File: src/rtl/uart_rom_loader.sv
// UART (8N1) receiver plus loader FSM that streams a Hack program into the SoC ROM.
// Define UART_ROM_LOADER_CHECKSUM_EN to require a trailing XOR checksum byte.
module uart_rom_loader #(
    parameter int CLKS_PER_BIT = 16,
    parameter int DATA_WIDTH   = 16,
    parameter int COUNT_WIDTH  = 16
) (
    input  logic                   clk,
    input  logic                   reset,
    input  logic                   run,
    input  logic                   uart_rx,
    output logic                   busy,
    output logic                   done_loading,
    output logic                   error,
    output logic [COUNT_WIDTH-1:0] words_loaded,
    output logic                   rom_loader_reset,
    output logic                   rom_loader_load,
    output logic [DATA_WIDTH-1:0]  rom_loader_data,
    input  logic                   rom_loader_ack,
    input  logic                   rom_loader_load_received
);
    localparam int CNT_W = $clog2(CLKS_PER_BIT + 1);
    localparam logic [CNT_W-1:0] BIT_LAST  = CNT_W'(CLKS_PER_BIT - 1);
    localparam logic [CNT_W-1:0] HALF_LAST = CNT_W'(CLKS_PER_BIT / 2 - 1);

    typedef enum logic [1:0] {RX_IDLE, RX_START, RX_DATA, RX_STOP} rx_state_t;

    typedef enum logic [3:0] {
        IDLE, HDR_HI, HDR_LO, DATA, LOAD, WAIT_ACK,
`ifdef UART_ROM_LOADER_CHECKSUM_EN
        CHECK,
`endif
        DONE, ERROR, ABORT
    } state_t;

`ifdef UART_ROM_LOADER_CHECKSUM_EN
    localparam state_t FINAL_STATE = CHECK;
`else
    localparam state_t FINAL_STATE = DONE;
`endif

    logic             sync1_reg, sync2_reg, prev_reg;
    rx_state_t        rx_state_reg, rx_state_next;
    logic [CNT_W-1:0] tick_reg, tick_next;
    logic [2:0]       bit_reg, bit_next;
    logic [7:0]       shift_reg, shift_next;
    logic             byte_valid_reg, byte_valid_next;
    logic             frame_err_reg, frame_err_next;

    always_ff @(posedge clk) begin
        if (reset) begin
            sync1_reg      <= 1'b1;
            sync2_reg      <= 1'b1;
            prev_reg       <= 1'b1;
            rx_state_reg   <= RX_IDLE;
            tick_reg       <= '0;
            bit_reg        <= '0;
            shift_reg      <= '0;
            byte_valid_reg <= 1'b0;
            frame_err_reg  <= 1'b0;
        end else begin
            sync1_reg      <= uart_rx;
            sync2_reg      <= sync1_reg;
            prev_reg       <= sync2_reg;
            rx_state_reg   <= rx_state_next;
            tick_reg       <= tick_next;
            bit_reg        <= bit_next;
            shift_reg      <= shift_next;
            byte_valid_reg <= byte_valid_next;
            frame_err_reg  <= frame_err_next;
        end
    end

    always_comb begin
        rx_state_next   = rx_state_reg;
        tick_next       = tick_reg + CNT_W'(1);
        bit_next        = bit_reg;
        shift_next      = shift_reg;
        byte_valid_next = 1'b0;
        frame_err_next  = 1'b0;
        case (rx_state_reg)
            RX_IDLE: begin
                tick_next = '0;
                if (prev_reg && !sync2_reg) rx_state_next = RX_START;
            end
            RX_START: if (tick_reg == HALF_LAST) begin
                // A start bit that is high again at mid-bit was a glitch.
                tick_next     = '0;
                bit_next      = '0;
                rx_state_next = sync2_reg ? RX_IDLE : RX_DATA;
            end
            RX_DATA: if (tick_reg == BIT_LAST) begin
                tick_next  = '0;
                shift_next = {sync2_reg, shift_reg[7:1]};
                bit_next   = bit_reg + 3'd1;
                if (bit_reg == 3'd7) rx_state_next = RX_STOP;
            end
            default: if (tick_reg == BIT_LAST) begin
                rx_state_next   = RX_IDLE;
                byte_valid_next = sync2_reg;
                frame_err_next  = !sync2_reg;
            end
        endcase
    end

    state_t                 state_reg, state_next;
    logic [7:0]             hdr_hi_reg, hi_reg;
    logic [COUNT_WIDTH-1:0] count_reg, words_rcvd_reg, words_loaded_reg;
    logic [DATA_WIDTH-1:0]  buf_reg;
    logic                   buf_full_reg, lo_phase_reg, error_reg;
    logic                   in_check, word_phase, in_session, words_pending;
    logic                   data_byte, word_done, buf_release, overrun, last_ack, hdr_zero;
    logic [7:0]             rx_byte;

    assign rx_byte       = shift_reg;
    assign word_phase    = (state_reg inside {DATA, LOAD, WAIT_ACK}) || in_check;
    assign in_session    = word_phase || (state_reg inside {HDR_HI, HDR_LO});
    assign words_pending = (words_rcvd_reg != count_reg);
    assign data_byte     = byte_valid_reg && word_phase && words_pending;
    assign word_done     = data_byte && lo_phase_reg;
    assign buf_release   = rom_loader_ack && ((state_reg == WAIT_ACK) ||
                           (state_reg == LOAD && rom_loader_load_received));
    assign overrun       = word_done && buf_full_reg && !buf_release;
    assign last_ack      = buf_release && ((words_loaded_reg + COUNT_WIDTH'(1)) == count_reg);
    assign hdr_zero      = ({hdr_hi_reg, rx_byte} == 16'd0);

`ifdef UART_ROM_LOADER_CHECKSUM_EN
    logic [7:0] xor_reg, chk_byte_reg;
    logic       chk_got_reg;
    assign in_check = (state_reg == CHECK);
`else
    assign in_check = 1'b0;
`endif

    always_comb begin
        state_next       = state_reg;
        busy             = in_session;
        rom_loader_reset = in_session || (state_reg inside {ERROR, ABORT});
        rom_loader_load  = (state_reg == LOAD);
        rom_loader_data  = (state_reg == LOAD) ? buf_reg : '0;
        done_loading     = (state_reg == DONE);
        error            = error_reg;
        words_loaded     = words_loaded_reg;
        case (state_reg)
            IDLE:     if (run) state_next = HDR_HI;
            HDR_HI:   if (byte_valid_reg) state_next = HDR_LO;
            HDR_LO:   if (byte_valid_reg) state_next = hdr_zero ? FINAL_STATE : DATA;
            DATA:     if (buf_full_reg) state_next = LOAD;
            LOAD:     if (rom_loader_load_received)
                          state_next = rom_loader_ack ? (last_ack ? FINAL_STATE : DATA) : WAIT_ACK;
            WAIT_ACK: if (rom_loader_ack) state_next = last_ack ? FINAL_STATE : DATA;
`ifdef UART_ROM_LOADER_CHECKSUM_EN
            CHECK:    if (chk_got_reg) state_next = (chk_byte_reg == xor_reg) ? DONE : ERROR;
`endif
            DONE:     if (!run) state_next = IDLE;
            ABORT:    state_next = IDLE;
            default:  state_next = state_reg;
        endcase
        if ((in_session || state_reg == DONE) && frame_err_reg) state_next = ERROR;
        if (in_session && overrun) state_next = ERROR;
        // Dropping run wins over any fault so an aborted session never reports an error.
        if (in_session && !run) state_next = ABORT;
    end

    always_ff @(posedge clk) begin
        if (reset) begin
            state_reg        <= IDLE;
            error_reg        <= 1'b0;
            hdr_hi_reg       <= '0;
            hi_reg           <= '0;
            count_reg        <= '0;
            words_rcvd_reg   <= '0;
            words_loaded_reg <= '0;
            buf_reg          <= '0;
            buf_full_reg     <= 1'b0;
            lo_phase_reg     <= 1'b0;
`ifdef UART_ROM_LOADER_CHECKSUM_EN
            xor_reg          <= '0;
            chk_byte_reg     <= '0;
            chk_got_reg      <= 1'b0;
`endif
        end else begin
            state_reg <= state_next;
            if (state_next == ERROR) error_reg <= 1'b1;
            if (state_reg == IDLE || state_next == IDLE) begin
                words_rcvd_reg   <= '0;
                words_loaded_reg <= '0;
                buf_full_reg     <= 1'b0;
                lo_phase_reg     <= 1'b0;
`ifdef UART_ROM_LOADER_CHECKSUM_EN
                xor_reg          <= '0;
                chk_got_reg      <= 1'b0;
`endif
            end else begin
                if (state_reg == HDR_HI && byte_valid_reg) hdr_hi_reg <= rx_byte;
                if (state_reg == HDR_LO && byte_valid_reg) count_reg <= COUNT_WIDTH'({hdr_hi_reg, rx_byte});
                if (data_byte) begin
                    lo_phase_reg <= !lo_phase_reg;
                    if (!lo_phase_reg) hi_reg <= rx_byte;
                end
                if (word_done) words_rcvd_reg <= words_rcvd_reg + COUNT_WIDTH'(1);
                if (buf_release) begin
                    buf_full_reg <= 1'b0;
                    if (words_loaded_reg != count_reg)
                        words_loaded_reg <= words_loaded_reg + COUNT_WIDTH'(1);
                end
                if (word_done && (!buf_full_reg || buf_release)) begin
                    buf_reg      <= DATA_WIDTH'({hi_reg, rx_byte});
                    buf_full_reg <= 1'b1;
                end
`ifdef UART_ROM_LOADER_CHECKSUM_EN
                if (data_byte) xor_reg <= xor_reg ^ rx_byte;
                if (byte_valid_reg && word_phase && !words_pending && !chk_got_reg) begin
                    chk_byte_reg <= rx_byte;
                    chk_got_reg  <= 1'b1;
                end
`endif
            end
        end
    end
endmodule

File: config.mk
export PLATFORM = sky130hd
export DESIGN_NAME = uart_rom_loader
export DESIGN_NICKNAME = d
export VERILOG_FILES = /design/src/rtl/uart_rom_loader.sv
export SDC_FILE = /design/constraint.sdc
export NUM_CORES = 1
export LEC_CHECK = 0
export ABC_CLOCK_PERIOD_IN_PS = 2800
export CORE_ASPECT_RATIO = 0.9
export CORE_MARGIN = 8
export CORE_UTILIZATION = 35
export CTS_BUF_LIST = sky130_fd_sc_hd__clkbuf_4
export CTS_CLUSTER_SIZE = 12
export DETAILED_ROUTE_END_ITERATION = 10
export DONT_BUFFER_PORTS = 1
export HOLD_SLACK_MARGIN = 0.02
export PLACE_DENSITY = 0.58
export SLEW_MARGIN = 20
export SYNTH_ARGS = -nofsm -noshare
export SYNTH_HDL_FRONTEND = slang
export SYNTH_SLANG_ARGS = --single-unit
File: constraint.sdc
create_clock -name clk -period 2.8 [get_ports clk]
set_input_delay 0.28 -clock clk [delete_from_list [all_inputs] [get_ports clk]]
set_output_delay 0.28 -clock clk [all_outputs]
set_load 0.05 [all_outputs]
==> results.py, run 1 <==
metrics = {
    "global_route": {
        "grt_pass1_wl_mm": 24.8,
        "grt_max_degree": 77,
        "antenna_found_initial": 0,
        "first_global_vias": 4742,
        "use_met3_pct": 3.63,
        "gr-total-overflow": 0,
        "grtUsageMet1_pct": 19.2,
        "globalRouteTotalUtil_pct": 15.3,
        "use_met2_pct": 25.1,
        "busiest_layer": "met2",
    },
    "detailed_routing": {
        "ant_nets": 0,
        "drtIter0Drc": 380,
        "vias": 4906,
        "drt_pass1_iterations": 4,
        "route.detailed.drc": 0,
        "wl_per_cell_um": 16.9,
        "drt-total-wl_mm": 15.6,
        "via_per_inst": 5.33,
    },
    "timing": {
        "finalCritPeriodShare_pct": 103,
        "finalCriticalPeriod_ns": 2.87,
        "finalHoldViolCount": 0,
        "finClkSkew_ns": 0.0324,
        "slew_violations": 0,
        "clock.fmax_mhz": 348,
        "setup_violations": 35,
        "rsz0062_at_grt": "yes",
        "maxSlewHeadroom_pct": 61.6,
        "fin_ws_ns": -0.0741,
        "tightest_slew_ns": 0.571,
    },
    "yosys": {
        "synth_compound_area_share_pct": 13.2,
        "async_flop_share_pct": 0,
        "ys.flop_type": "dfxtp_1",
        "synth.top_cell.area_share_pct": 39.2,
        "synth_seq_area_share_pct": 39.2,
        "post_synth_inst_count": 655,
        "synth_cell_types": 60,
        "ys_warn_count": 0,
        "syn_area_per_cell_um2": 8.57,
        "syn-num-nets": 668,
        "synth_xor_xnor_area_share_pct": 11.4,
        "synth_fa_ha_area_share_pct": 1.56,
        "yosysMostFrequentCell": "dfxtp_1",
        "synth_edf_count": 0,
        "ys_ff_latch": 110,
        "synth_common_cells": "dfxtp_1 (110), nand2_1 (69), nor2_1 (65)",
        "yosysTopAreaCell": "dfxtp_1",
        "synth-simple-area-share_pct": 24.0,
        "synth_top_family_by_area": "simple AND/OR/NAND/NOR gates",
        "syn-cell-area_mm2": 0.00561,
        "netlist_top_cells_area": "dfxtp_1 (39%), mux2i_1 (6.1%), xnor2_1 (5.9%)",
        "muxShareOfSynthArea_pct": 6.67,
    },
    "floorplan": {
        "die_area_mm2": 0.0204,
        "dieWidth_um": 149,
        "ios": 43,
        "die_y_um": 136,
        "std_cell_rows": 44,
        "coreArea_mm2": 0.0159,
        "start_util_pct": 35.3,
    },
    "outcome": {
        "status": "finished with violations",
        "violations": "negative setup slack",
    },
    "pwr": {
        "power_leakage_nw": 2.66,
        "ir_drop_v": 0.000242,
        "power_density_mw_per_mm2": 398,
    },
    "clock_tree": {
        "cts_max_level": 3,
        "path_clk_slew_ns": 0.20,
        "cts_sinks": 110,
        "clock_latency_ns": 0.52,
        "cts_tree": "yes",
        "clockBufferDepth": 2,
        "ctsRootBufferMaster": "clkbuf_4",
        "cts_buffers": 9,
    },
    "cells_and_area": {
        "nets": 721,
        "utilization_pct": 42.4,
        "drive_gt1_share_pct": 21.2,
        "antenna_cells": 0,
        "nFillCells": 1580,
        "synthToLayoutAreaGrowth_pct": 20.1,
    },
    "worst_setup_path": {
        "cp.buffers_inverters": 3,
        "startpoint_type": "register",
        "reg2reg_to": "words_rcvd_reg[10]$_SDFFE_PP0P_",
        "arrival_ns": 3.27,
        "path_delay_family": "simple AND/OR/NAND/NOR gates",
        "critPathSlowestCell": "or4_1",
        "rr_worst_depth": 10,
        "cp.depth": 10,
        "end_kind": "register",
        "cp.required_ns": 3.19,
        "crit_type": "reg -> reg",
        "path_cells": "buf_4 > xnor2_4 > a41oi_2 > or4_1 > or4_4 > or3_4 > a211oi_4 > buf_6 > clkbuf_16 > a211oi_1",
        "r2r-start": "words_loaded[7]$_SDFFE_PP0P_",
        "rrSetupSlack_ns": -0.07,
        "path_max_fanout": 10,
        "cp_slowest_stage_delay_ns": 0.54,
    },
    "flow_run": {
        "drv_cap": 0,
    },
    "placement": {
        "gp_congestion": 0.900,
        "post-dp-hpwl_mm": 11.0,
        "io_buffers": 0,
        "dp_slack_ns": -0.170,
    },
    "hold_path": {
        "hold_start": "run",
        "hold_path.class": "in -> reg",
        "min_to": "state_reg[3]$_SDFF_PP0_",
        "holdPathStages": 3,
    },
}
per-layer routing:
layer,share of wire (%),vias to the layer above
li1,-,2423
met1,46,2317
met2,47,133
met3,5.3,33
met4,2.2,0
met5,0,-
how the worst max path moves through the flow:
stage	slack (ns)	startpoint	end
2_1_floorplan	-0.14	words_loaded[0]$_SDFFE_PP0P_	words_rcvd_reg[10]$_SDFFE_PP0P_
3_3_place_gp	-0.05	words_loaded[1]$_SDFFE_PP0P_	words_loaded[12]$_SDFFE_PP0P_
3_5_place_dp	-0.17	state_reg[1]$_SDFF_PP0_	words_loaded[4]$_SDFFE_PP0P_
4_1_cts	-0.04	words_loaded[7]$_SDFFE_PP0P_	words_rcvd_reg[12]$_SDFFE_PP0P_
5_1_grt	-0.13	words_loaded[7]$_SDFFE_PP0P_	words_rcvd_reg[5]$_SDFFE_PP0P_
6_report	-0.07	words_loaded[7]$_SDFFE_PP0P_	words_rcvd_reg[10]$_SDFFE_PP0P_
worst reg2reg max path: cells and delay by family, from the launching register on:
kind / cells / cell delay, ns
buffers and inverters: 3 / 0.54
flip-flops: 1 / 0.40
AO/OA/AOI/OAI: 3 / 0.32
AND/OR/NAND/NOR: 3 / 1.35
XOR/XNOR: 1 / 0.15
cell usage in the layout (no fill, tap or decap), types with 10 or more instances in the layout:
cell       n
a211oi_1  24
a21oi_1   36
and2_1    18
and3_1    10
buf_4     75
dfxtp_1   94
mux2i_1   34
nand2_1   69
nand3_1   18
nand4_1   14
nor2_1    64
nor3_1    16
nor4_1    15
xnor2_1   37
xor2_1    35
where the power goes:
group | total, W | internal [W] | leakage, nW | switching (W)
logic | 0.000221 | 0.0000815 | 1.68 | 0.000140
registers | 0.00157 | 0.00156 | 0.898 | 0.00000455
clock network | 0.000891 | 0.000237 | 0.0864 | 0.000654
per-stage QoR:
step | std cells | area, um^2 | TNS [ns] | total power, W | hold WS (ns)
5_1_grt | 920 | 6740 | -3.66 | 0.00278 | 0.0818
2_1_floorplan | 655 | 5710 | -4.02 | 0.00172 | 0.384
3_5_place_dp | 894 | 6340 | -4.04 | 0.00175 | 0.369
6_report | 920 | 6740 | -1.13 | 0.00268 | 0.106
4_1_cts | 916 | 6610 | -0.670 | 0.00268 | 0.0656
3_3_place_gp | 894 | 6340 | -0.670 | 0.00174 | 0.361
timing repair:
action                                  in CTS  in global routing
resized for setup                           12                 11
hold buffers                                 3                  0
buffers inserted                             2                  2
endpoints found under the hold margin       79                  0
pin swaps                                    3                  5
cloned                                       1                  2
endpoints found under the setup margin      52                 51
area by class of cell:
type,count,area (um^2),area share [%]
Clock inverter,7,96.3,1.43
Sequential cell,110,2240,33.3
Timing Repair Buffer,85,729,10.8
Inverter,8,30.0,0.445
Clock buffer,9,67.6,1.00
Multi-Input combinational cell,494,3310,49.2
Tap cell,207,259,3.84
cell families after synthesis:
group                    count (synthesis)
AND/OR/NAND/NOR                        268
flip-flops                             110
AO/OA/AOI/OAI                          109
XOR/XNOR                                73
buffers and inverters                   51
multiplexers                            37
adder cells (fa/ha/maj)                  7
No activity file was read; power rests on OpenSTA's default activity.
==> run 2: changes to the inputs <==
--- a/config.mk
+++ b/config.mk
@@ -14,6 +14,7 @@
 export DETAILED_ROUTE_END_ITERATION = 10
 export DONT_BUFFER_PORTS = 1
 export HOLD_SLACK_MARGIN = 0.02
+export MAX_ROUTING_LAYER = met4
 export PLACE_DENSITY = 0.58
 export SLEW_MARGIN = 20
 export SYNTH_ARGS = -nofsm -noshare
==> run 2 against run 1 <==
Compared with the run above:
- the flow still finishes with violations (negative setup slack)
- utilization is 1.3 points higher
- critical path depth unchanged
- register-to-register slack is essentially flat
- first-iteration DRC count fell by 2.1%
- hold slack worse by 0.013 ns
- sequential power is essentially flat
- clock-buffer cell count unchanged
- power shrank 0.54%
- via count rose by 3.8%
- global-route usage increased by 1.0 points
- critical endpoint is now error$_SDFFE_PP0N_
- largest cell class unchanged
==> results.py, run 2 (synthesized netlist as in run 1, its figures left out) <==
metrics = {
    "outcome": {
        "status": "finished with violations",
        "violations": "negative setup slack",
    },
    "pwr": {
        "ir_drop_v": 0.000341,
        "p_int_w": 0.00194,
        "power_frac_seq_pct": 58.9,
        "power_density_mw_per_mm2": 384,
        "p_clk_share_pct": 33.8,
        "swShare_pct": 27.4,
        "combPwrFrac_pct": 7.4,
        "power_switching_w": 0.000730,
        "power_leakage_nw": 2.82,
    },
    "cells_and_area": {
        "layout_commonest_cell": "dfxtp_1",
        "drive_gt1_share_pct": 19.7,
        "synthToLayoutAreaGrowth_pct": 23.7,
        "nets": 745,
        "layout_common_cells": "dfxtp_1 (95), buf_4 (74), nand2_1 (69)",
        "utilization_pct": 43.7,
        "antenna_cells": 0,
    },
    "timing": {
        "finalCritPeriodShare_pct": 102,
        "slew_violations": 0,
        "finClkSkew_ns": 0.0144,
        "clock.fmax_mhz": 349,
        "rsz0062_at_grt": "yes",
        "finalCriticalPeriod_ns": 2.86,
        "tightest_slew_ns": 0.599,
        "tns_ns": -1.59,
        "finalHoldViolCount": 0,
        "setup_violations": 36,
        "fin_ws_ns": -0.0628,
        "maxSlewHeadroom_pct": 59.8,
    },
    "worst_setup_path": {
        "rr_worst_depth": 10,
        "r2r-start": "words_loaded[1]$_SDFFE_PP0P_",
        "cp-startpoint": "words_loaded[1]$_SDFFE_PP0P_",
        "crit_type": "reg -> reg",
        "arrival_ns": 3.26,
        "startpoint_type": "register",
        "path_max_fanout": 10,
        "cp.required_ns": 3.20,
        "end_kind": "register",
    },
    "clock_tree": {
        "clock_latency_ns": 0.50,
        "ctsRootBufferMaster": "clkbuf_4",
        "clockBufferDepth": 2,
        "cts_buffers": 9,
        "path_clk_slew_ns": 0.19,
        "cts_max_level": 3,
        "cts_tree": "yes",
        "cts_sinks": 110,
    },
    "global_route": {
        "grt_max_degree": 51,
        "antenna_found_initial": 0,
        "globalRouteTotalUtil_pct": 16.3,
        "grt_pass1_wl_mm": 25.9,
        "gr-total-overflow": 0,
        "first_global_vias": 4826,
    },
    "detailed_routing": {
        "route.detailed.drc": 0,
        "ant_nets": 0,
        "drtIter0Drc": 372,
        "vias": 5090,
        "drt_pass1_iterations": 5,
        "via_per_inst": 5.39,
        "wl_per_cell_um": 16.7,
        "drt-total-wl_mm": 15.8,
    },
    "floorplan": {
        "die_area_mm2": 0.0204,
        "dieWidth_um": 149,
        "coreArea_mm2": 0.0159,
        "start_util_pct": 35.3,
        "std_cell_rows": 44,
        "ios": 43,
        "die_y_um": 136,
    },
    "flow_run": {
        "drv_cap": 0,
    },
    "placement": {
        "gp_congestion": 0.865,
        "io_buffers": 0,
        "post-dp-hpwl_mm": 11.2,
        "dp_slack_ns": -0.144,
    },
    "hold_path": {
        "holdPathStages": 2,
        "hold_start": "reset",
        "hold_path.class": "in -> reg",
    },
}
run 2: repair_timing:
action,in CTS,in global routing
setup buffers,4,1
endpoints found under the hold margin,78,0
hold buffers,29,0
pin swaps,2,1
endpoints found under the setup margin,52,63
cloned,1,0
gates resized for setup,7,11
run 2: cell type report:
cell class / count / area, um^2
fill: 1533 / 8960
inverter: 8 / 30.0
clock buffer: 9 / 67.6
tap: 207 / 259
timing repair buffer: 109 / 961
multi-input combinational: 494 / 3290
sequential: 110 / 2240
clock inverter: 7 / 98.8
run 2: power groups by stage:
stage	Sequential, W	Combinational [W]	Clock, W
after global routing	0.00157	0.000209	0.000990
after detailed placement	0.00160	0.000149	0
after CTS	0.00157	0.000192	0.000931
after global placement	0.00160	0.000147	0
final	0.00157	0.000197	0.000900
after floorplan	0.00160	0.000120	0
run 2: final timing paths:
kind	endpoint	slack (ns)
hold reg to reg	sync2_reg$_SDFF_PP1_	0.43
setup / recovery	error$_SDFFE_PP0N_	-0.06
setup reg to reg	error$_SDFFE_PP0N_	-0.06
hold / removal	hi_reg[7]$_SDFFE_PP0P_	0.09
run 2: per-stage QoR:
step	total power, W	hold slack [ns]	cells	cell area (um^2)
global placement	0.00175	0.368	893	6340
detailed placement	0.00175	0.367	893	6340
global route	0.00277	0.0630	944	6950
floorplan	0.00172	0.384	655	5710
finish	0.00267	0.0933	944	6950
CTS	0.00269	0.0503	943	6890
run 2: critical path, cell delays in order (launching register included):
cell      delay (ns)
dfxtp_4         0.41
ha_4            0.13
and4_1          0.19
a21oi_1         0.06
or4_1           0.54
or4_4           0.44
or3_4           0.36
a211oi_4        0.23
buf_4           0.18
buf_16          0.13
o32ai_1         0.08
run 2: routing by layer:
layer  up-vias  routed length [um]  track usage, %  share of wire (%)
met5         -                   0               -                  0
met4         0                 286            5.04                1.8
met3        28                 752            3.39                4.8
met2       130                7600            26.1                 48
met1      2461                7110            20.3                 45
li1       2471                   -               -                  -
==> run 3: changes to the inputs <==
--- a/config.mk
+++ b/config.mk
@@ -9,7 +9,7 @@
 export CORE_ASPECT_RATIO = 0.9
 export CORE_MARGIN = 8
 export CORE_UTILIZATION = 35
-export CTS_BUF_LIST = sky130_fd_sc_hd__clkbuf_4
+export CTS_CLUSTER_DIAMETER = 40
 export CTS_CLUSTER_SIZE = 12
 export DETAILED_ROUTE_END_ITERATION = 10
 export DONT_BUFFER_PORTS = 1
==> run 3 against run 2 <==
Compared with the run above:
- the run still ends with negative setup slack left
- combinational power grew 14%
- utilization is 0.23 points lower
- critical path type unchanged
- first-iteration DRC count grew 7.0%
- clock skew shrank 0.0029 ns
- largest cell class unchanged
- sequential power is essentially flat
- register-to-register slack worse by 0.04 ns
==> results.py, run 3 (synthesized netlist as in run 1, its figures left out) <==
metrics = {
    "placement": {
        "io_buffers": 0,
        "place_area_mm2": 0.00634,
        "post-dp-hpwl_mm": 11.2,
        "gp_congestion": 0.865,
        "dp_cells": 893,
    },
    "detailed_routing": {
        "drt_pass1_iterations": 5,
        "route.detailed.drc": 0,
        "wl_per_cell_um": 17.1,
        "vias": 4954,
        "ant_nets": 0,
        "via_per_inst": 5.38,
        "drtIter0Drc": 398,
        "drt-total-wl_mm": 15.8,
    },
    "pwr": {
        "swShare_pct": 25.1,
        "combPwrFrac_pct": 7.1,
        "power_frac_seq_pct": 49.5,
        "ir_drop_v": 0.000418,
        "p_int_w": 0.00237,
        "power_leakage_nw": 2.74,
        "power_density_mw_per_mm2": 458,
        "power_switching_w": 0.000794,
        "p_clk_share_pct": 43.5,
    },
    "worst_setup_path": {
        "crit_type": "reg -> reg",
        "arrival_ns": 3.13,
        "cp.required_ns": 3.03,
        "r2r-start": "words_loaded[3]$_SDFFE_PP0P_",
        "cp.buffers_inverters": 2,
        "end_kind": "register",
        "startpoint_type": "register",
        "path_max_fanout": 7,
        "cp_slowest_stage_delay_ns": 0.55,
        "critPathSlowestCell": "or4_1",
        "rr_worst_depth": 9,
        "reg2reg_to": "words_loaded[4]$_SDFFE_PP0P_",
        "rrSetupSlack_ns": -0.1,
        "path_delay_family": "simple AND/OR/NAND/NOR gates",
        "path_cells": "and4_4 > a41oi_1 > or4_1 > or4_4 > or3_4 > a211oi_4 > buf_6 > clkbuf_16 > a211oi_1",
    },
    "timing": {
        "setup_violations": 33,
        "fin_ws_ns": -0.0985,
        "finalCritPeriodShare_pct": 104,
        "rsz0062_at_grt": "yes",
        "clock.fmax_mhz": 345,
        "finClkSkew_ns": 0.0115,
        "tightest_slew_ns": 0.625,
        "slew_violations": 0,
        "finalCriticalPeriod_ns": 2.90,
        "hold_ws_ns": 0.0494,
        "maxSlewHeadroom_pct": 58.0,
        "finalHoldViolCount": 0,
    },
    "outcome": {
        "status": "finished with violations",
        "violations": "negative setup slack",
    },
    "cells_and_area": {
        "nets": 722,
        "utilization_pct": 43.4,
        "instances_no_fill": 921,
        "stdcell_area_mm2": 0.00691,
        "synthToLayoutAreaGrowth_pct": 23.1,
        "antenna_cells": 0,
        "layout_common_cells": "dfxtp_1 (96), buf_4 (74), nand2_1 (69)",
        "drive_gt1_share_pct": 20.6,
        "layout_commonest_cell": "dfxtp_1",
    },
    "floorplan": {
        "coreArea_mm2": 0.0159,
        "std_cell_rows": 44,
        "ios": 43,
        "die_y_um": 136,
        "dieWidth_um": 149,
        "die_area_mm2": 0.0204,
        "start_util_pct": 35.3,
    },
    "hold_path": {
        "hold_path.class": "in -> reg",
        "min_to": "prev_reg$_SDFF_PP1_",
        "holdPathStages": 1,
        "hold_start": "reset",
    },
    "clock_tree": {
        "cts_buffers": 9,
        "clock_latency_ns": 0.36,
        "path_clk_slew_ns": 0.08,
        "clockBufferDepth": 2,
        "cts_sinks": 110,
        "cts_max_level": 3,
        "cts_tree": "yes",
        "ctsRootBufferMaster": "clkbuf_16",
    },
    "global_route": {
        "globalRouteTotalUtil_pct": 16.1,
        "gr-total-overflow": 0,
        "first_global_vias": 4711,
        "grt_max_degree": 71,
        "antenna_found_initial": 0,
        "grt_pass1_wl_mm": 25.5,
    },
    "flow_run": {
        "drv_cap": 0,
    },
}
run 3: per-layer routing:
metal  global-route usage, %  wire, um
met5                       -         0
met4                    5.21       340
met2                    25.8      7470
met3                    3.26       763
met1                    20.0      7180
run 3: worst max path at each step:
stage	from	to	cells past startpoint
floorplan	words_loaded[0]$_SDFFE_PP0P_	words_rcvd_reg[10]$_SDFFE_PP0P_	9
global placement	state_reg[2]$_SDFF_PP0_	buf_full_reg$_SDFFE_PP0P_	8
finish	words_loaded[3]$_SDFFE_PP0P_	words_loaded[4]$_SDFFE_PP0P_	9
CTS	words_loaded[1]$_SDFFE_PP0P_	words_loaded[3]$_SDFFE_PP0P_	10
detailed placement	state_reg[1]$_SDFF_PP0_	words_rcvd_reg[0]$_SDFFE_PP0P_	8
global route	words_loaded[1]$_SDFFE_PP0P_	words_loaded[4]$_SDFFE_PP0P_	10
run 3: power groups by stage:
stage,Combinational [W],Sequential (W),Clock (W)
2_1_floorplan,0.000120,0.00160,0
3_3_place_gp,0.000147,0.00160,0
3_5_place_dp,0.000149,0.00160,0
4_1_cts,0.000199,0.00156,0.00141
5_1_grt,0.000237,0.00157,0.00147
6_report,0.000224,0.00156,0.00138
run 3: area by class of cell:
class	count	area, um^2
inverters	8	30.0
repair buffers	86	758
flip-flops and latches	110	2240
fillers	1521	9000
well taps	207	259
clock buffers	9	225
multi-input cells	494	3300
clock inverters	7	98.8
run 3: metrics by stage:
stage	setup WS, ns	power (W)	TNS, ns
after floorplan	-0.136	0.00172	-4.02
after global placement	-0.0689	0.00175	-1.53
after detailed placement	-0.144	0.00175	-4.17
after CTS	-0.0466	0.00317	-0.863
after global routing	-0.191	0.00327	-5.50
final	-0.0985	0.00316	-2.17
run 3: worst reg2reg max path, stage by stage, from the launching register on:
cell and delay, ns:
dfxtp_4 0.37, and4_4 0.25, a41oi_1 0.11, or4_1 0.55
or4_4 0.44, or3_4 0.37, a211oi_4 0.27, buf_6 0.19
clkbuf_16 0.17, a211oi_1 0.07
run 3: repair_timing:
action,in CTS,in global routing
endpoints found under the setup margin,36,45
setup buffers,3,4
hold buffers,3,0
pin swaps,2,2
resized for setup,5,14
hold endpoints to repair,71,0
gates cloned,1,2
